===== config.mk =====
export PLATFORM = sky130hd
export DESIGN_NAME = prod_accumulator
export DESIGN_NICKNAME = d
export VERILOG_FILES = /design/src/rtl/prod_accumulator.sv
export SDC_FILE = /design/constraint.sdc
export NUM_CORES = 1
export LEC_CHECK = 0
export ABC_CLOCK_PERIOD_IN_PS = 3310
export CORE_MARGIN = 4
export CORE_UTILIZATION = 35
export CTS_CLUSTER_SIZE = 16
export DETAILED_ROUTE_END_ITERATION = 8
export PLACE_DENSITY = 0.54
export SYNTH_ARGS = -nofsm -noshare
export SYNTH_HDL_FRONTEND = slang
export SYNTH_SLANG_ARGS = --single-unit

===== constraint.sdc =====
create_clock -name clk -period 3.31 [get_ports clk]
set_clock_uncertainty 0.15 [all_clocks]
set_input_delay 0.662 -clock clk [delete_from_list [all_inputs] [get_ports clk]]
set_output_delay 0.662 -clock clk [all_outputs]
set_load 0.01 [all_outputs]

===== src/rtl/prod_accumulator.sv =====
// prod_accumulator
//   Downstream stage of the 4x4 shift-add multiplier. It sums every LEN
//   accepted products into one group total. Each finished total is handed to
//   a one-entry output register with a valid/ready handshake and an overflow
//   tag. Accumulation never stalls, because the multiplier cannot be held off.
//   If a group finishes while the output register is still occupied, that
//   group's result is dropped and the sticky overrun flag is set.
//
// Ports
//   clk        in   single clock; all state changes on posedge
//   rst        in   synchronous reset, active-high
//   prod_valid in   prod carries a new product this cycle
//   prod       in   PROD_W unsigned product, zero-extended to ACC_W
//   clear      in   abandon the current partial group (same-cycle prod dropped)
//   sum_valid  out  sum/sum_ovf hold a completed group
//   sum_ready  in   consumer takes sum when sum_valid && sum_ready
//   sum        out  ACC_W group total modulo 2^ACC_W
//   sum_ovf    out  group total exceeded 2^ACC_W-1
//   count      out  products accepted in the current group
//   overrun    out  sticky: a completed group was discarded (cleared by rst)
module prod_accumulator #(
  parameter int PROD_W = 8,
  parameter int ACC_W  = 16,
  parameter int LEN    = 4
) (
  input  logic                    clk,
  input  logic                    rst,
  input  logic                    prod_valid,
  input  logic [PROD_W-1:0]       prod,
  input  logic                    clear,
  output logic                    sum_valid,
  input  logic                    sum_ready,
  output logic [ACC_W-1:0]        sum,
  output logic                    sum_ovf,
  output logic [$clog2(LEN)-1:0]  count,
  output logic                    overrun
);

  localparam int CNT_W = $clog2(LEN);

  logic [ACC_W-1:0] r_acc;
  logic [CNT_W-1:0] r_cnt;
  logic             r_grp_ovf;
  logic [ACC_W-1:0] r_sum;
  logic             r_sum_ovf;
  logic             r_sum_valid;
  logic             r_overrun;

  logic [ACC_W:0]   w_nxt;
  logic             w_accept;
  logic             w_last;
  logic             w_done;
  logic             w_free;
  logic             w_consume;

  // One extra bit catches the carry out of this addition; grp_ovf keeps any
  // earlier carry within the same group.
  assign w_nxt     = {1'b0, r_acc} + {{(ACC_W + 1 - PROD_W){1'b0}}, prod};
  assign w_accept  = prod_valid && !clear;
  assign w_last    = (r_cnt == CNT_W'(LEN - 1));
  assign w_done    = w_accept && w_last;
  assign w_free    = !r_sum_valid || sum_ready;
  assign w_consume = r_sum_valid && sum_ready;

  always_ff @(posedge clk) begin
    if (rst) begin
      r_acc       <= '0;
      r_cnt       <= '0;
      r_grp_ovf   <= 1'b0;
      r_sum       <= '0;
      r_sum_ovf   <= 1'b0;
      r_sum_valid <= 1'b0;
      r_overrun   <= 1'b0;
    end else begin
      // Accumulator side
      if (clear) begin
        r_acc     <= '0;
        r_cnt     <= '0;
        r_grp_ovf <= 1'b0;
      end else if (prod_valid) begin
        if (w_last) begin
          r_acc     <= '0;
          r_cnt     <= '0;
          r_grp_ovf <= 1'b0;
        end else begin
          r_acc     <= w_nxt[ACC_W-1:0];
          r_cnt     <= r_cnt + CNT_W'(1);
          r_grp_ovf <= r_grp_ovf | w_nxt[ACC_W];
        end
      end

      // Output register: a load on a free slot wins over the consume, which
      // allows a consume and a load in the same cycle.
      if (w_done && w_free) begin
        r_sum       <= w_nxt[ACC_W-1:0];
        r_sum_ovf   <= r_grp_ovf | w_nxt[ACC_W];
        r_sum_valid <= 1'b1;
      end else if (w_done) begin
        r_overrun   <= 1'b1;
      end else if (w_consume) begin
        r_sum_valid <= 1'b0;
      end
    end
  end

  assign sum_valid = r_sum_valid;
  assign sum       = r_sum;
  assign sum_ovf   = r_sum_ovf;
  assign count     = r_cnt;
  assign overrun   = r_overrun;

endmodule


==> metrics.md <==
| Metric | Value |
|---|---|
| Hold-fix buffers, CTS | 0 |
| Root Buffer | clkbuf_8 |
| Clk pwr share | 36.3% |
| Endpoints failing hold | 0 |
| Post-synthesis register bit count | 38 |
| CTS Buffer Depth | 2 |
| Worst VDD drop | 180 µV |
| Crit path launch | prod[0] |
| Pleak | ~0.0011 µW |
| Initial antenna violation count | 0 |
| Post-DP HPWL | 4.25 mm |
| Worst r2r path cells | 7 |
| Crit path max-delay family | compound AO/OA/AOI/OAI gates |
| Asr flop ratio synth | 0% |
| Outcome | complete, no violations |
| YS warnings | 0 |
| Switch share | 25.5% |
| Crit Reg-Reg Startpoint | r_acc[0] |
| H-Tree Level Count | 2 |
| Critical path's slowest cell | fa_1 |
| Final period utilization | between 80% and 90% |
| CP endpoint | r_acc[12] |
| CP endpoint kind | register |
| Die Height | 86.5 µm |
| Slew @ Worst Pin | 0.583 ns |
| Gr ovfl total | 0 |
| Drt pass-1 iters | 4 |
| TritonCTS Buffers | 5 |
| DRT iter0 DRCs | 70 |
| Cell variety after synth | 50 |
| Global placement routability congestion | between 0.8 and 0.9 |
| GRT Total Usage | approximately 16% |
| Flop pwr share | just over 50% |
| Crit-path cells | clkdlybuf4s50_1 > ha_1 > fa_1 > a21o_1 > a221oi_4 > a21oi_1 > or3b_1 > a31oi_1 |
| Slew margin rel. | just over 60% |
| Min Tclk post-route | between 2 and 3 ns |
| Post-synth top area share | 35.3% |
| Post-Syn Area | 2160 µm² |
| Tot Pwr | roughly 900 µW |
| Largest net degree at the start of global routing | 17 |
| DIE AREA | approximately 7500 µm² |
| Ant. Diodes | 0 |
| Fin cells | 370 |
| Top cells by area, synth | dfxtp_1, ha_1, nor2_1 |
| Sw power | between 200 and 250 µW |
| Final setup violation count | 0 |
| Ys flop type | dfxtp_1 |
| Setup_tns | 0 ns |
| Num ports | 34 |
| Fmax achieved | 339 MHz |
| Setup slack, reg-to-reg | 0.85 ns |
| Chip width | around 86 µm |
| RSZ-0062 raised after global routing | no |
| Via count | just under 2000 |
| Cells after DPL | 362 |
| Crit path buf inv count | 1 |
| Max cap viols | 0 |
| Final Max Tran Viols | 0 |
| Worst-path fanout max | 5 |
| Core Region | 5960 µm² |
| Worst setup SP type | primary input |
| Final ANT Viol Nets | 0 |
| First-pass GRT wire length | 9.33 mm |
| CP max stage delay | 0.41 ns |
| Routed WL per cell | 14.9 µm |
| CTS Sinks | 38 |
| Reg-to-reg endpoint | r_acc[12] |
| Clock transition at path regs | 0.08 ns |
| Drt via density | 5.32 |
| Avg Cell Area, Syn | ~8.5 µm² |
| Placed instance area | 2620 µm² |
| Routed Wire Length | between 5 and 6 mm |
| Cell accounting for the most synthesized area | dfxtp_1 |
| Initial Util | 36.2% |
| Row count | 28 |
| Critical setup path kind | primary input to register |
| Fin nets | 317 |
| Crit path required time | 3.38 ns |
| Port bufs | 33 |
| Post-CTS setup buffers | 0 |
| Cell area after layout | approximately 2700 µm² |
| Combinational share of power | 13.0% |
| Number of cells on the critical path | 8 |
| CP arrival | 3.02 ns |
| Syn nets | between 200 and 300 |
| Number of global-route vias before repair | 1854 |
| Area growth syn-to-layout | 25.5% |
| CTS tree | built |
| Seq/Total Area, Yosys | a little over a third |
| Post-Syn Instances | 255 |
| Post-synth EDFFs | 0 |
| Worst Hold Class | register to register |
| Fraction of layout cells with a size suffix above 1 | 8.81% |
| Residual DRC | 0 |
| Internal Power | approximately 680 µW |
| Clock Latency Late Sink | 0.29 ns |
| PD cells | about 340 nW/µm² |
| Cts repair resizes | 0 |
## power groups by stage
stage | registers, µW | clock network (µW) | logic (µW)
6_report | 466 | 334 | 119
5_1_grt | 466 | 369 | 132
4_1_cts | 466 | 348 | 120
3_5_place_dp | 476 | 0 | 119
3_3_place_gp | 476 | 0 | 121
2_1_floorplan | 476 | 0 | 75.3
## synth_stat cells (all sizes together), types with 6 or more instances
library cell	count
a211oi	10
a21oi	18
clkbuf	11
dfxtp	38
ha	9
nand2	20
nand2b	6
nand3	8
nand3b	7
nor2	29
o21ai	7
or3	7
xnor2	6
## flip-flops by register name, indices dropped and copies added (netlist names)
signal / count
r_acc: 16
sum_ovf: 1
overrun: 1
r_grp_ovf: 1
sum: 16
sum_valid: 1
count: 2
## cell families (layout without fill, tap and decap cells)
group           after synthesis  in the layout  share of synthesized area, %
compound gates               68             68                          22.8
fa+ha+maj                    10             10                          6.15
xor+xnor                      7              7                          2.84
simple gates                112            112                          28.0
flops                        38             38                          35.3
mux                           2              2                         0.929
buf+inv                      18             58                          3.95
## how the worst min path moves through the flow
stage | from | endpoint | slack, ns | depth (start not counted)
detailed placement | sum[3] | sum[3] | 0.30 | 2
global placement | sum[0] | sum[0] | 0.29 | 2
floorplan | r_grp_ovf | r_grp_ovf | 0.30 | 2
finish | sum[3] | sum[3] | 0.30 | 2
CTS | sum[3] | sum[3] | 0.31 | 2
global route | sum[1] | sum[1] | 0.33 | 2
## layer usage
layer	GRT usage [%]	part of all wire (%)
met4	4.25	1.2
met5	0	0
met1	22.9	52
met3	2.85	4.4
met2	23.7	42
## area by class of cell
type / count / area [µm²]
Clock buffer: 7 / 86.3
Fill cell: 616 / 3250
Multi-Input combinational cell: 199 / 1310
Tap cell: 75 / 93.8
Inverter: 2 / 7.51
Timing Repair Buffer: 48 / 443
Clock inverter: 1 / 5.00
Sequential cell: 38 / 761
## cell usage in the layout (no fill, tap or decap), drive strengths merged, types with 2 or more instances in the layout
master,n
buf,15
nor4b,4
clkbuf,7
nor4,5
clkinv,2
nor3b,4
ha,9
a311o,3
a21oi,18
or3,7
o2111a,2
a31oi,5
nand3b,7
and2,3
o211ai,2
a21o,5
and3,3
or3b,3
clkdlybuf4s50,33
nand4,3
nor2,29
nand2,20
nand2b,6
nor3,2
dfxtp,38
xnor2,6
a211o,3
o21bai,2
o21ai,7
nor2b,5
mux2i,2
a211oi,10
nand3,8
and4,2
o211a,3
## worst min-delay path: stages (launching register included)
cell	delay, ns
dfxtp_1	0.31
nand2_1	0.05
a21oi_1	0.05
## stage by stage
step | util [%] | hold slack (ns) | setup slack (ns)
after CTS | 45.4 | 0.310 | 0.350
after detailed placement | 43.9 | 0.299 | 0.0514
after global placement | 43.9 | 0.293 | 0.104
after floorplan | - | 0.296 | 0.649
after global routing | 45.4 | 0.335 | 0.242
final | 45.4 | 0.304 | 0.359
No activity file was read; power rests on OpenSTA's default activity.
